### src/rtl/sound_pkg.sv
// Shared types and constants for the sound sequencer.
// Holds the channel count, register offsets, reset values and scanner states.
package sound_pkg;

    localparam int NUM_CH = 4;

    localparam logic [1:0] REG_PERIOD   = 2'd0;
    localparam logic [1:0] REG_VOLUME   = 2'd1;
    localparam logic [1:0] REG_WIDTH    = 2'd2;
    localparam logic [1:0] REG_DURATION = 2'd3;

    localparam logic [15:0] PERIOD_RST = 16'h377D;
    localparam logic [4:0]  VOLUME_RST = 5'd0;
    localparam logic [2:0]  WIDTH_RST  = 3'd3;

    typedef enum logic [2:0] {
        ST_IDLE,
        ST_SCAN0,
        ST_SCAN1,
        ST_SCAN2,
        ST_SCAN3
    } scan_state_t;

endpackage

### src/rtl/sound_tick_prescaler.sv
// Free-running prescaler producing the sequencer tick.
// Ports: clk, reset (sync, active-high), tick (one-cycle pulse every TICK_DIV clocks).
module sound_tick_prescaler #(
    parameter int TICK_DIV = 800
) (
    input  logic clk,
    input  logic reset,
    output logic tick
);

    logic [15:0] cnt;

    assign tick = (cnt == 16'(TICK_DIV - 1));

    always_ff @(posedge clk) begin
        if (reset)
            cnt <= '0;
        else if (tick)
            cnt <= '0;
        else
            cnt <= cnt + 16'd1;
    end

endmodule

### src/rtl/sound_sequencer.sv
// CPU-facing register file and note sequencer for the 4-channel sound generator.
// Ports: clk, reset (sync, active-high); wr_en/addr/wr_data register writes;
// done_clr sticky clears; period_out/volume_out/width_out packed per channel;
// done sticky expiry flags; busy high during a tick scan.
// Build option: SOUND_ENVELOPE_EN enables per-channel volume decay.
module sound_sequencer
    import sound_pkg::*;
#(
    parameter int TICK_DIV = 800
) (
    input  logic        clk,
    input  logic        reset,
    input  logic        wr_en,
    input  logic [3:0]  addr,
    input  logic [15:0] wr_data,
    input  logic [3:0]  done_clr,
    output logic [63:0] period_out,
    output logic [19:0] volume_out,
    output logic [11:0] width_out,
    output logic [3:0]  done,
    output logic        busy
);

    logic [15:0] period_q [NUM_CH];
    logic [4:0]  vol_q    [NUM_CH];
    logic [2:0]  width_q  [NUM_CH];
    logic [15:0] dur_q    [NUM_CH];
    logic [4:0]  rate_q   [NUM_CH];
    logic [4:0]  dcnt_q   [NUM_CH];
    logic [3:0]  done_q;

    scan_state_t state;
    logic        busy_q;
    logic        tick;

    sound_tick_prescaler #(
        .TICK_DIV(TICK_DIV)
    ) u_presc (
        .clk  (clk),
        .reset(reset),
        .tick (tick)
    );

    always_ff @(posedge clk) begin
        if (reset) begin
            state  <= ST_IDLE;
            busy_q <= 1'b0;
        end else begin
            unique case (state)
                ST_IDLE: begin
                    if (tick) begin
                        state  <= ST_SCAN0;
                        busy_q <= 1'b1;
                    end
                end
                ST_SCAN0: state <= ST_SCAN1;
                ST_SCAN1: state <= ST_SCAN2;
                ST_SCAN2: state <= ST_SCAN3;
                ST_SCAN3: begin
                    state  <= ST_IDLE;
                    busy_q <= 1'b0;
                end
                default: begin
                    state  <= ST_IDLE;
                    busy_q <= 1'b0;
                end
            endcase
        end
    end

    logic       scan_act;
    logic [1:0] scan_ch;

    always_comb begin
        scan_act = 1'b1;
        scan_ch  = 2'd0;
        unique case (state)
            ST_SCAN0: scan_ch = 2'd0;
            ST_SCAN1: scan_ch = 2'd1;
            ST_SCAN2: scan_ch = 2'd2;
            ST_SCAN3: scan_ch = 2'd3;
            default:  scan_act = 1'b0;
        endcase
    end

    // Single shared datapath: operands are muxed from the channel
    // currently being scanned and written back to that channel only.
    logic [15:0] dur_sel, dur_nx;
    logic [4:0]  vol_sel, vol_nx;
    logic [4:0]  rate_sel;
    logic [4:0]  dcnt_sel, dcnt_nx;
    logic        expire;

    assign dur_sel  = dur_q[scan_ch];
    assign vol_sel  = vol_q[scan_ch];
    assign rate_sel = rate_q[scan_ch];
    assign dcnt_sel = dcnt_q[scan_ch];

    always_comb begin
        dur_nx  = dur_sel;
        vol_nx  = vol_sel;
        dcnt_nx = dcnt_sel;
        expire  = 1'b0;
        // Decay counter runs regardless; it only touches volume when
        // the envelope is built in.
        if (rate_sel != 5'd0) begin
            if (dcnt_sel <= 5'd1) begin
                dcnt_nx = rate_sel;
`ifdef SOUND_ENVELOPE_EN
                if (vol_sel != 5'd0)
                    vol_nx = vol_sel - 5'd1;
`endif
            end else begin
                dcnt_nx = dcnt_sel - 5'd1;
            end
        end
        if (dur_sel == 16'd1) begin
            dur_nx = 16'd0;
            vol_nx = 5'd0;
            expire = 1'b1;
        end else if (dur_sel != 16'd0) begin
            dur_nx = dur_sel - 16'd1;
        end
    end

    logic [1:0] wr_ch;
    logic [3:0] set_mask;
    logic [3:0] done_d;

    assign wr_ch = addr[3:2];

    always_comb begin
        set_mask = '0;
        if (scan_act && expire)
            set_mask = 4'b0001 << scan_ch;
        done_d = (done_q & ~done_clr) | set_mask;
        if (wr_en && addr[1:0] == REG_DURATION)
            done_d[wr_ch] = 1'b0;
    end

    // Scan results land first; a write to the same channel then
    // overrides only the register it addresses.
    always_ff @(posedge clk) begin
        if (reset) begin
            for (int i = 0; i < NUM_CH; i++) begin
                period_q[i] <= PERIOD_RST;
                vol_q[i]    <= VOLUME_RST;
                width_q[i]  <= WIDTH_RST;
                dur_q[i]    <= '0;
                rate_q[i]   <= '0;
                dcnt_q[i]   <= '0;
            end
            done_q <= '0;
        end else begin
            if (scan_act) begin
                dur_q[scan_ch]  <= dur_nx;
                vol_q[scan_ch]  <= vol_nx;
                dcnt_q[scan_ch] <= dcnt_nx;
            end
            if (wr_en) begin
                unique case (addr[1:0])
                    REG_PERIOD: period_q[wr_ch] <= wr_data;
                    REG_VOLUME: begin
                        vol_q[wr_ch]  <= wr_data[4:0];
                        rate_q[wr_ch] <= wr_data[12:8];
                        dcnt_q[wr_ch] <= wr_data[12:8];
                    end
                    REG_WIDTH:    width_q[wr_ch] <= wr_data[2:0];
                    REG_DURATION: dur_q[wr_ch]   <= wr_data;
                    default: ;
                endcase
            end
            done_q <= done_d;
        end
    end

    for (genvar g = 0; g < NUM_CH; g++) begin : g_out
        assign period_out[16*g +: 16] = period_q[g];
        assign volume_out[5*g +: 5]   = vol_q[g];
        assign width_out[3*g +: 3]    = width_q[g];
    end

    assign done = done_q;
    assign busy = busy_q;

endmodule

### config.mk
export PLATFORM = sky130hd
export DESIGN_NAME = sound_sequencer
export DESIGN_NICKNAME = d
export VERILOG_FILES = /design/src/rtl/sound_pkg.sv /design/src/rtl/sound_tick_prescaler.sv /design/src/rtl/sound_sequencer.sv
export SDC_FILE = /design/constraint.sdc
export NUM_CORES = 1
export LEC_CHECK = 0
export BUFFER_PORTS_ARGS = -buffer_cell sky130_fd_sc_hd__buf_2
export CORE_MARGIN = 1
export CORE_UTILIZATION = 33
export CTS_CLUSTER_SIZE = 8
export DETAILED_ROUTE_END_ITERATION = 10
export GPL_TIMING_DRIVEN = 0
export SLEW_MARGIN = 20
export SYNTH_ARGS = -nofsm -noshare
export SYNTH_HDL_FRONTEND = slang
export SYNTH_HIERARCHICAL = 1
export SYNTH_SLANG_ARGS = --single-unit
### constraint.sdc
create_clock -name clk -period 5.6 [get_ports clk]
set_input_delay 1.12 -clock clk [delete_from_list [all_inputs] [get_ports clk]]
set_output_delay 1.12 -clock clk [all_outputs]
set_load 0.05 [all_outputs]
==> metrics.cfg <==
[run_status]
outcome = completed

[timing]
relSlewSlack_pct = 34.82
finClkSkew_ps = 9.779
final-hold-violation-count = 0
grt_setup_unrepaired = false
fin_ws_ps = 1563
fmax_mhz = 247.7
fin_hold_ws_ps = 469.1
fin_crit_ps = 4037
setup_violations = 0
min_period_over_period_pct = 72.10
drv_slew = 0
worstMarginPinSlew_ps = 975.4
fin_tns_setup_ps = 0

[global_routing]
grt_max_degree = 20
overflow = 0
grt_usage_pct = 17.98
grt_pass1_vias = 6279
grt_antenna_before_repair = 1
grt_pass1_wl_mm = 36.00

[setup_path]
cp_data_arrival_time_ps = 4330
path_class = reg -> reg
timing.rr.end = dur_q[0][1]
rr_worst_depth = 14
critPathCaptureType = flip-flop
required_ps = 5890
timing.rr.start = state[0]
start_kind = flip-flop
r2r_slack_ps = 1560
cp_max_fo = 10

[routing]
wire_per_inst_um = 19.64
firstDrtPassIters = 5
route.top_layer_used = met4
wl_met1_mm = 10.28
post-route-drc-count = 0
vias = 6254
drt-initial-drc-count = 496
wl_met3_mm = 1.613
wirelength_mm = 23.69
dr_wl_met2_mm = 11.30
drtAntennaViolNets = 0
avgViaCountPerCell = 5.186

[die]
ioPinCount = 128
fp.dieW_um = 164.1
die_area_um2 = 26940
placementRows = 58
start_util_pct = 34.05
fp.dieH_um = 164.1
coreArea_um2 = 25470

[yosys]
syn_avg_cell_area_um2 = 12.10
synth_cells = 717
syn_area_um2 = 8673
ys_seq_area_share_pct = 60.93
async_flop_share_pct = 0
ys_types = 73
ys_ff_latch = 184
synth_flop_cell = edfxtp_1
ys.warnings.count = 6
syn-num-nets = 747
synth_edf_count = 160

[finish]
drive_above_1_share_pct = 27.28
post-route-cell-area_um2 = 10300
syn2layout_area_growth_pct = 18.80
fill_cells = 2423
final_core_util_pct = 40.45
diodes = 0
fin_cells = 1206
nNetsFinal = 893

[hold_path]
holdPathEnd = u_presc/cnt[0]
holdCritStartpoint = u_presc/cnt[0]
hp-class = reg -> reg
worstHoldPathCells = 1

[clocking]
worst_skew_pair.late_latency_ps = 430
htree_levels = 4
postCtsHoldBufs = 0
cts_tree = yes
cts_resized = 0
cts_setup_buffers = 0
clkTransAtPathRegs_ps = 70
cts_sinks = 184
root_buffer = clkbuf_16
cts-buffers-inserted = 17
ctsLongestPathBuffers = 2

[placement]
place_hpwl_mm = 16.72
port_buffers = 126
place_area_um2 = 9736
dp_slack_ps = 1658
gp_congestion = 0.8642
dpl.cell_count = 1174

[pwr]
power.total_mw = 3.076
peakVddDrop_mv = 0.2144
p_leak_nw = 3.760
p_per_area_nw_per_um2 = 298.6

[run]
cap_viol_max_count = 0

## metal layers
metal,vias up,track usage [%]
met5,-,0
met1,3059,22.58
met4,0,6.987
met2,208,29.46
met3,35,4.697
li1,2952,-
## cell usage in the layout (no fill, tap or decap), types with 4 or more instances in the layout
cell type    n
and2_1      28
o211ai_1     5
nor2b_1      5
clkbuf_1    26
and3_1       4
mux2i_1     16
nor2_1      74
a21o_1       4
xnor2_1     15
a21oi_1     17
o21ai_0     11
o211ai_2     4
a211oi_1     4
nor4_1       5
clkinv_4     5
nand3_1     15
nand4_1      9
buf_2      133
inv_1       20
edfxtp_1   160
o21ai_1      6
nand2_1     45
nand2b_1    18
nor3_1      24
dfxtp_1     24
buf_4        4
clkbuf_16   17
or2_2       37
o2bb2ai_1    9
xor2_1       6
a22o_1      46
o31ai_1      4
## cell families after synthesis
group,count (synthesis),share of synthesized area [%]
AO/OA/AOI/OAI,134,12.03
flip-flops,184,60.93
AND/OR/NAND/NOR,291,18.18
adder cells (fa/ha/maj),3,0.4328
multiplexers,22,2.669
buffers and inverters,60,3.260
XOR/XNOR,23,2.496
## synth_stat cells, drive strengths merged, types with 4 or more instances
cell type | instances | area share [%]
nand3 | 15 | 0.87
nand2 | 45 | 1.9
mux2i | 16 | 1.8
nor3 | 25 | 1.6
clkbuf | 25 | 1.1
nor2b | 5 | 0.36
a21o | 5 | 0.45
nand2b | 18 | 1.3
o2bb2ai | 9 | 0.91
a211oi | 5 | 0.49
dfxtp | 24 | 5.5
o21ai | 18 | 1.0
nand4 | 9 | 0.65
o31ai | 4 | 0.35
or3 | 4 | 0.35
and2 | 28 | 2.0
a21oi | 18 | 1.1
or2 | 38 | 2.7
o211ai | 9 | 1.0
mux2 | 6 | 0.82
xnor2 | 15 | 1.5
edfxtp | 160 | 55
inv | 20 | 0.87
a22o | 46 | 4.6
and3 | 4 | 0.29
nor4 | 7 | 0.75
nor2 | 76 | 3.4
xor2 | 8 | 0.98
buf | 15 | 1.3
## report_power, final
part	internal [mW]	leakage [nW]	switching, mW	total [mW]
logic	0.0706	1.66	0.271	0.342
registers	1.55	1.82	0.0203	1.57
clock network	0.591	0.281	0.574	1.17
## layout make-up
class	count	area, µm²	area share (%)
clock buffers	18	429.2	4.165
inverters	20	75.07	0.7286
clock inverters	14	138.9	1.348
multi-input cells	473	3109	30.18
plain buffers	40	207.7	2.016
flip-flops and latches	184	5285	51.29
well taps	330	412.9	4.007
repair buffers	127	645.6	6.266
## worst max-delay path: stages, from the launching register on
cell,delay (ps)
dfxtp_1,330
buf_6,170
clkbuf_1,450
mux2i_1,250
a211oi_1,80
a21oi_1,320
ha_1,260
inv_1,60
a221oi_1,320
o2111a_1,280
or3b_4,410
buf_4,210
nor2_4,150
mux2i_1,400
a22o_1,220
## registers in the layout, summed over array words and instances, names as in the netlist
register	count
u_presc/cnt	16
dur_q	64
done	4
busy	1
period_q	64
vol_q	20
state	3
width_q	12
## how the worst max path moves through the flow
stage               slack [ps]            to     start  cells after the start
floorplan                 2290  dur_q[0][11]  state[0]                     14
global placement          1720   dur_q[0][1]  state[0]                     14
detailed placement        1660   dur_q[0][1]  state[0]                     14
CTS                       1640   dur_q[0][1]  state[0]                     14
global route              1440   dur_q[0][1]  state[0]                     14
finish                    1560   dur_q[0][1]  state[0]                     14
Power figures use the tool's default switching activity.
